## src/rtl/cpu_parameters.sv

```systemverilog
// Core-wide sizing constants shared by the intirvx pipeline blocks.
package cpu_parameters;
  localparam int xlen       = 32;
  localparam int WB_MAX_SRC = 8;
endpackage

```

## src/rtl/interfaces_pkg.sv

```systemverilog
// Bus types shared between intirvx units; wb_bus is the register-file write port.
package interfaces_pkg;
  import cpu_parameters::*;

  typedef struct packed {
    logic [4:0]      adr;
    logic [xlen-1:0] data;
  } wb_bus;
endpackage

```

## src/rtl/intirvx_rr_arbiter.sv

```systemverilog
// Combinational round-robin picker: first set request at or above ptr, wrapping.
module intirvx_rr_arbiter #(
  parameter int N = 3
) (
  input  logic [N-1:0]         req,
  input  logic [$clog2(N)-1:0] ptr,
  output logic [N-1:0]         gnt
);
  localparam int PW = $clog2(N);

  logic [PW-1:0] idx;
  logic          found;

  always_comb begin
    gnt   = '0;
    found = 1'b0;
    idx   = ptr;
    for (int k = 0; k < N; k++) begin
      if (!found && req[idx]) begin
        gnt[idx] = 1'b1;
        found    = 1'b1;
      end
      idx = (idx == PW'(N - 1)) ? '0 : idx + 1'b1;
    end
  end
endmodule

```

## src/rtl/intirvx_writeback_arbiter.sv

```systemverilog
// Serialises per-unit results onto the single register-file write port.
// Optional retired-instruction counter: define INTIRVX_WB_RETIRE_CNT_EN.
module intirvx_writeback_arbiter
  import interfaces_pkg::*;
#(
  parameter int N_SRC = 3
) (
  input  logic              clk,
  input  logic              rst_n,
  input  logic [N_SRC-1:0]  src_valid,
  output logic [N_SRC-1:0]  src_ready,
  input  wb_bus [N_SRC-1:0] src_wb,
  input  logic [N_SRC-1:0]  src_instret,
  output wb_bus             wb,
  output logic              wb_valid
`ifdef INTIRVX_WB_RETIRE_CNT_EN
  ,
  output logic [63:0]       wb_retired
`endif
);
  localparam int PW = $clog2(N_SRC);

  logic [N_SRC-1:0]  buf_full_q, buf_full_d;
  wb_bus [N_SRC-1:0] buf_wb_q, buf_wb_d;
  logic [PW-1:0]     rr_ptr_q, rr_ptr_d;
  logic [N_SRC-1:0]  gnt, acc;
  logic [PW-1:0]     gnt_idx;

  intirvx_rr_arbiter #(.N(N_SRC)) u_rr (
    .req (buf_full_q),
    .ptr (rr_ptr_q),
    .gnt (gnt)
  );

  // A buffer being drained this cycle can take a new result in the same cycle.
  assign src_ready = ~buf_full_q | gnt;
  assign acc       = src_valid & src_ready;
  assign wb_valid  = |buf_full_q;

  always_comb begin
    wb      = '0;
    gnt_idx = '0;
    for (int i = 0; i < N_SRC; i++) begin
      if (gnt[i]) begin
        wb      = buf_wb_q[i];
        gnt_idx = PW'(i);
      end
    end
  end

  always_comb begin
    buf_full_d = (buf_full_q & ~gnt) | acc;
    buf_wb_d   = buf_wb_q;
    for (int i = 0; i < N_SRC; i++) begin
      if (acc[i]) buf_wb_d[i] = src_wb[i];
    end
    rr_ptr_d = rr_ptr_q;
    if (wb_valid) rr_ptr_d = (gnt_idx == PW'(N_SRC - 1)) ? '0 : gnt_idx + 1'b1;
  end

  always_ff @(posedge clk or negedge rst_n) begin
    if (!rst_n) begin
      buf_full_q <= '0;
      buf_wb_q   <= '0;
      rr_ptr_q   <= '0;
    end else begin
      buf_full_q <= buf_full_d;
      buf_wb_q   <= buf_wb_d;
      rr_ptr_q   <= rr_ptr_d;
    end
  end

`ifdef INTIRVX_WB_RETIRE_CNT_EN
  logic [N_SRC-1:0] buf_instret_q, buf_instret_d;
  logic [63:0]      wb_retired_q, wb_retired_d;

  always_comb begin
    buf_instret_d = (buf_instret_q & ~acc) | (src_instret & acc);
    wb_retired_d  = wb_retired_q + 64'(|(gnt & buf_instret_q));
  end

  always_ff @(posedge clk or negedge rst_n) begin
    if (!rst_n) begin
      buf_instret_q <= '0;
      wb_retired_q  <= '0;
    end else begin
      buf_instret_q <= buf_instret_d;
      wb_retired_q  <= wb_retired_d;
    end
  end

  assign wb_retired = wb_retired_q;
`else
  logic unused_instret;
  assign unused_instret = ^src_instret;
`endif
endmodule
```

## config.mk

```make
export PLATFORM = sky130hd
export DESIGN_NAME = intirvx_writeback_arbiter
export DESIGN_NICKNAME = d
export VERILOG_FILES = /design/src/rtl/cpu_parameters.sv /design/src/rtl/interfaces_pkg.sv /design/src/rtl/intirvx_rr_arbiter.sv /design/src/rtl/intirvx_writeback_arbiter.sv
export SDC_FILE = /design/constraint.sdc
export NUM_CORES = 1
export LEC_CHECK = 0
export ABC_AREA = 1
export CAP_MARGIN = 0
export CORE_MARGIN = 4
export CORE_UTILIZATION = 38
export CTS_BUF_LIST = sky130_fd_sc_hd__clkbuf_16
export CTS_CLUSTER_SIZE = 28
export DETAILED_ROUTE_END_ITERATION = 8
export PLACE_DENSITY = 0.66
export RECOVER_POWER = 25
export SLEW_MARGIN = 20
export SYNTH_ARGS = -nofsm -noshare
export SYNTH_HDL_FRONTEND = slang
export SYNTH_HIERARCHICAL = 1
export SYNTH_SLANG_ARGS = --single-unit
```

## constraint.sdc

```tcl
create_clock -name clk -period 3.4 [get_ports clk]
set_input_delay 0.68 -clock clk [delete_from_list [all_inputs] [get_ports clk]]
set_output_delay 0.68 -clock clk [all_outputs]
set_load 0.005 [all_outputs]
```

* Word level (Yosys, flattened, before mapping)
Index checks and enable logic that the tools add are counted.
** Cells by class
- Add/sub/neg operators :: 3
- Order comparisons :: 6
- Eq/ne operators :: 3
- Muxes and demuxes :: 25
- Bitwise gates (word level) :: 8
- Reductions and logical operators :: 8
** Operators with widths (number)
- $mux 37 :: 3
- $or 3x3->3 :: 4
- $lt 2x3->1 const B :: 3
- $mux 1 :: 9
- $mux 3 :: 3
- $mux 2 :: 4
- $add 2x1->2 const B :: 3
- $and 3x3->3 :: 2
- $bmux 1 s2 :: 3
- $demux 1 s2 :: 3
- $eq 2x2->1 const B :: 3
- $ge 2x1->1 const B :: 3
- $not 3->3 :: 2
- $logic_and 1x1->1 :: 5
- $reduce_or 3->1 :: 1
- $logic_not 1->1 :: 2
** Word-level totals
- Register bits after elaboration :: 116
- Bits of input ports :: 119
- Output and inout bits :: 41
- Logic and storage cells :: 61

* Depth between registers and ports, before layout
Gate-level depths: netlist of the first run.
- Depth in word-level cells :: 14
- Mapped depth :: 14
- Mapped depth without buffers :: 13

* Cells and area by module
The synthesis of the first run kept the hierarchy.
** Modules (own cells, without submodules)
- intirvx_writeback_arbiter :: instances 1, cells each 750, area each 5607.9 sq um, seq. area each 2902.8 sq um
- intirvx_rr_arbiter :: instances 1, cells each 41, area each 200.2 sq um, seq. area each 0.0 sq um

* Worst setup path before layout of the first run
OpenSTA, ideal clock, no wires.
- Kind :: register to output
- Start :: reg rr_ptr_q[0]
- End :: out wb[10] in the netlist's numbering
- Data arrival time :: 1655 ps
- Data required time :: 2720 ps
- Path slack :: 1065 ps
- Cell stages (with the launch flop) :: 12
- Buffers on the path :: 2
- Cells stage by stage :: dfrtp_1 -> nor2_2 -> nand2_2 -> nand3_1 -> nor2_1 -> nand2_1 -> nand3_1 -> nor2_1 -> buf_2 -> buf_4 -> nand2_1 -> nand3_1
** RTL lines
- from (decl) :: RTL line intirvx_writeback_arbiter.sv:25 : logic [PW-1:0] rr_ptr_q, rr_ptr_d;
- from (signal assigned) :: RTL line intirvx_writeback_arbiter.sv:69 : rr_ptr_q <= rr_ptr_d;
- to (decl) :: RTL line intirvx_writeback_arbiter.sv:14 : output wb_bus wb,

==> run summary, run 1 <==
Share of cells above drive strength 1: 8.91%
FF/Latch Area: 0.00291 sq mm
Initial antenna violation count: 0
Max Cap Viol: 0
CP peak stage delay: 0.54 ns
CTS Sinks: 116
TritonCTS clock tree: built
Chip Width: 132 um
Tmin final: 3.30 ns
FF+latch count, synth: 116
Yosys top cell by area: dfrtp_1
Leakage: 4.46 nW
Synth cell types: 16
Rel. slew slack: 3.15%
Via count: 5644
Min Hold Slack: 0.469 ns
Core ar.: 0.0148 sq mm
Status: complete, no violations
Post-route ant nets: 0
Setup slack, reg-to-reg: 0.61 ns
GRT Max-Usage Layer: met2
Pwr Density: 1230 mW/mm^2
Maximum VDD drop: 0.780 mV
GR Util All Layers: 21.1%
R2r worst-path depth: 15
Fin crit share: 96.9%
Post-DP HPWL: 12300 um
Worst Tran Pin Value: 1.45 ns
Worst path required time: 2.72 ns
WP data arrival: 2.62 ns
Final worst slack: 0.104 ns
Reg2reg start: rr_ptr_q[0]$_DFFE_PN0P_
Syn Area/Cell: 7.34 sq um
Number of fill cells: 1413
Synth-to-Final Area Change: 41.7%
DIE AREA: 0.0173 sq mm
Post-synthesis sequential area ratio: 50.0%
Longest Clk Path Bufs: 2
IO buf count: 156
Worst R2R End: buf_wb_q[12]$_DFFE_PN0P_
Antenna diodes: 0
Slowest-stage cell, CP: clkdlybuf4s50_1
First-pass GRT wire length: 29500 um
Hold_sp: buf_wb_q[96]$_DFFE_PN0P_
Hold depth: 2
Gr ovfl total: 0
CTS H-tree depth: 4
Met2 Use GR: 32.9%
Final clock skew: 0.00690 ns
Hold Fails Final Rpt: 0
Setup slack at placement: 0.292 ns
Worst min path class: reg -> reg
CP Launch Type: flip-flop
Max Clk Rate: 0.303 GHz
Initial Util: 39.4%
GP Congestion: 0.819
GRT met3 Usage: 5.28%
WL per Instance: 16.0 um
Iter 0 DRT Violations: 317
Slew Viols, Final: 0
Cells after Synth: 791
Chip height: 132 um
Number of global-route vias before repair: 5601
Setup crit end kind: output port
Area share of the largest cell type after synthesis: 50.0%
CTS Hold Bufs: 0
Skew-Pair Late Insertion Delay: 0.41 ns
Ports: 160
Residual DRC: 0
Multi-input logic area: 0.00248 sq mm
Detailed-route wire length: 18200 um
Critical path type: reg -> out
Top cells by area, synth: dfrtp_1, nand2_1, nand3_1
Syn Nets: 910
# setup viols final: 0
Warnings, synthesis: 6
Pre-antenna DRT Iters: 5
Row count: 44
Max FO, Critical Path: 7
Synth Cell Area: 0.00581 sq mm
GRT met1 Usage: 29.0%
Worst-path cell chain: nor2_4, nand2_2, nand3_2, nor2_1, nand2_1, nand3_4, nor2_4, buf_4, buf_6, nand2_1, nand3_1, clkdlybuf4s50_1
Sink of the worst hold path: buf_wb_q[96]$_DFFE_PN0P_
Maximum number of pins on one net before global-route repair: 59
Final nets: 1060
Clock-pin slew on the worst setup and hold paths: 0.05 ns
Root buffer cell: clkbuf_16
Via/cell ratio: 4.96
Num CTS Buffers: 17
[layout make-up]
class,instances,area share [%]
Clock buffer,17,5.17
Clock inverter,15,1.78
Inverter,52,2.40
Multi-Input combinational cell,570,30.1
Sequential cell,116,35.3
Tap cell,184,2.80
Timing Repair Buffer,184,22.5
[layout by cell type, fill, tap and decap left out, types with 9 or more instances in the layout]
cell type	synthesis	layout
nand2_1	357	355
nand3_1	194	190
clkdlybuf4s50_1	0	143
dfrtp_1	116	113
inv_1	47	48
clkbuf_16	0	17
buf_4	8	14
nand2_2	7	9
buf_6	0	9
dlymetal6s2s_1	0	9
[worst max-delay path: cells and delay by family, from the launching register on]
family | cells | cell delay [ns]
AND/OR/NAND/NOR | 9 | 0.93
flip-flops | 1 | 0.47
buffers and inverters | 3 | 0.80
[sequential cells by signal, indices dropped and copies added (netlist names)]
name,count
buf_full_q,3
rr_ptr_q,2
buf_wb_q,111
[synthesized netlist by cell type]
cell type and instances:
inv_1 47, dfrtp_1 116, clkbuf_1 5, nor2_4 1
nand2_2 7, nand3_1 194, nand3_2 2, nand2_1 357
inv_2 5, nor2_1 5, buf_1 1, nand4_1 1
buf_2 39, nor2_2 2, buf_4 8, o2111ai_1 1
[logic make-up after synthesis]
logic type	count (synthesis)	synth area share (%)
buf+inv	105	8.14
simple gates	569	41.7
compound gates	1	0.151
flops	116	50.0
[through the flow]
step                cell area (sq um)  cells  TNS, ns  total power (W)  utilization (%)
floorplan                        5810    791        0          0.00559                -
global placement                 7480   1099        0          0.00790             50.7
detailed placement               7480   1099        0          0.00796             50.7
CTS                              8070   1132        0          0.00978             54.7
global route                     8230   1138   -0.224           0.0109             55.8
finish                           8230   1138        0           0.0101             55.8
[worst max-delay path by stage]
stage | slack [ns] | start | to | cells after the start
3_5_place_dp | 0.29 | rr_ptr_q[0]$_DFFE_PN0P_ | wb[1] | 11
3_3_place_gp | 0.31 | rr_ptr_q[0]$_DFFE_PN0P_ | wb[10] | 11
4_1_cts | 0.02 | rr_ptr_q[0]$_DFFE_PN0P_ | wb[26] | 10
5_1_grt | -0.02 | rr_ptr_q[1]$_DFFE_PN0P_ | wb[30] | 12
6_report | 0.10 | rr_ptr_q[1]$_DFFE_PN0P_ | wb[7] | 12
2_1_floorplan | 1.06 | rr_ptr_q[0]$_DFFE_PN0P_ | wb[10] | 11
[per-layer routing]
layer  vias to the layer above  wire, um
li1                       2795         -
met1                      2637      8430
met2                       177      8390
met3                        35       914
met4                         0       434
met5                         -         0
[timing repair]
action                                 CTS  global route
pin swaps                                1             4
setup endpoints to repair               37            39
gates cloned                             0             3
buffers inserted                         1             3
resized for setup                        2            38
endpoints found under the hold margin    0             0
[report_power, final]
| group | total, W | leakage [nW] | switching, W | internal [W] |
|---|---|---|---|---|
| Combinational | 0.00593 | 2.74 | 0.00335 | 0.00258 |
| Sequential | 0.00246 | 1.42 | 0.000385 | 0.00207 |
| Clock | 0.00173 | 0.287 | 0.000604 | 0.00113 |
| Total | 0.0101 | 4.46 | 0.00434 | 0.00578 |
Note: power is estimated with default switching activity, not from simulation.
==> run 2, diff against run 1 <==
--- a/config.mk
+++ b/config.mk
@@ -12,6 +12,7 @@
 export CTS_BUF_LIST = sky130_fd_sc_hd__clkbuf_16
 export CTS_CLUSTER_SIZE = 28
 export DETAILED_ROUTE_END_ITERATION = 8
+export GPL_TIMING_DRIVEN = 1
 export PLACE_DENSITY = 0.66
 export RECOVER_POWER = 25
 export SLEW_MARGIN = 20
==> results of run 2 <==
The final DEF is identical to that of run 1; final timing and power are the same.
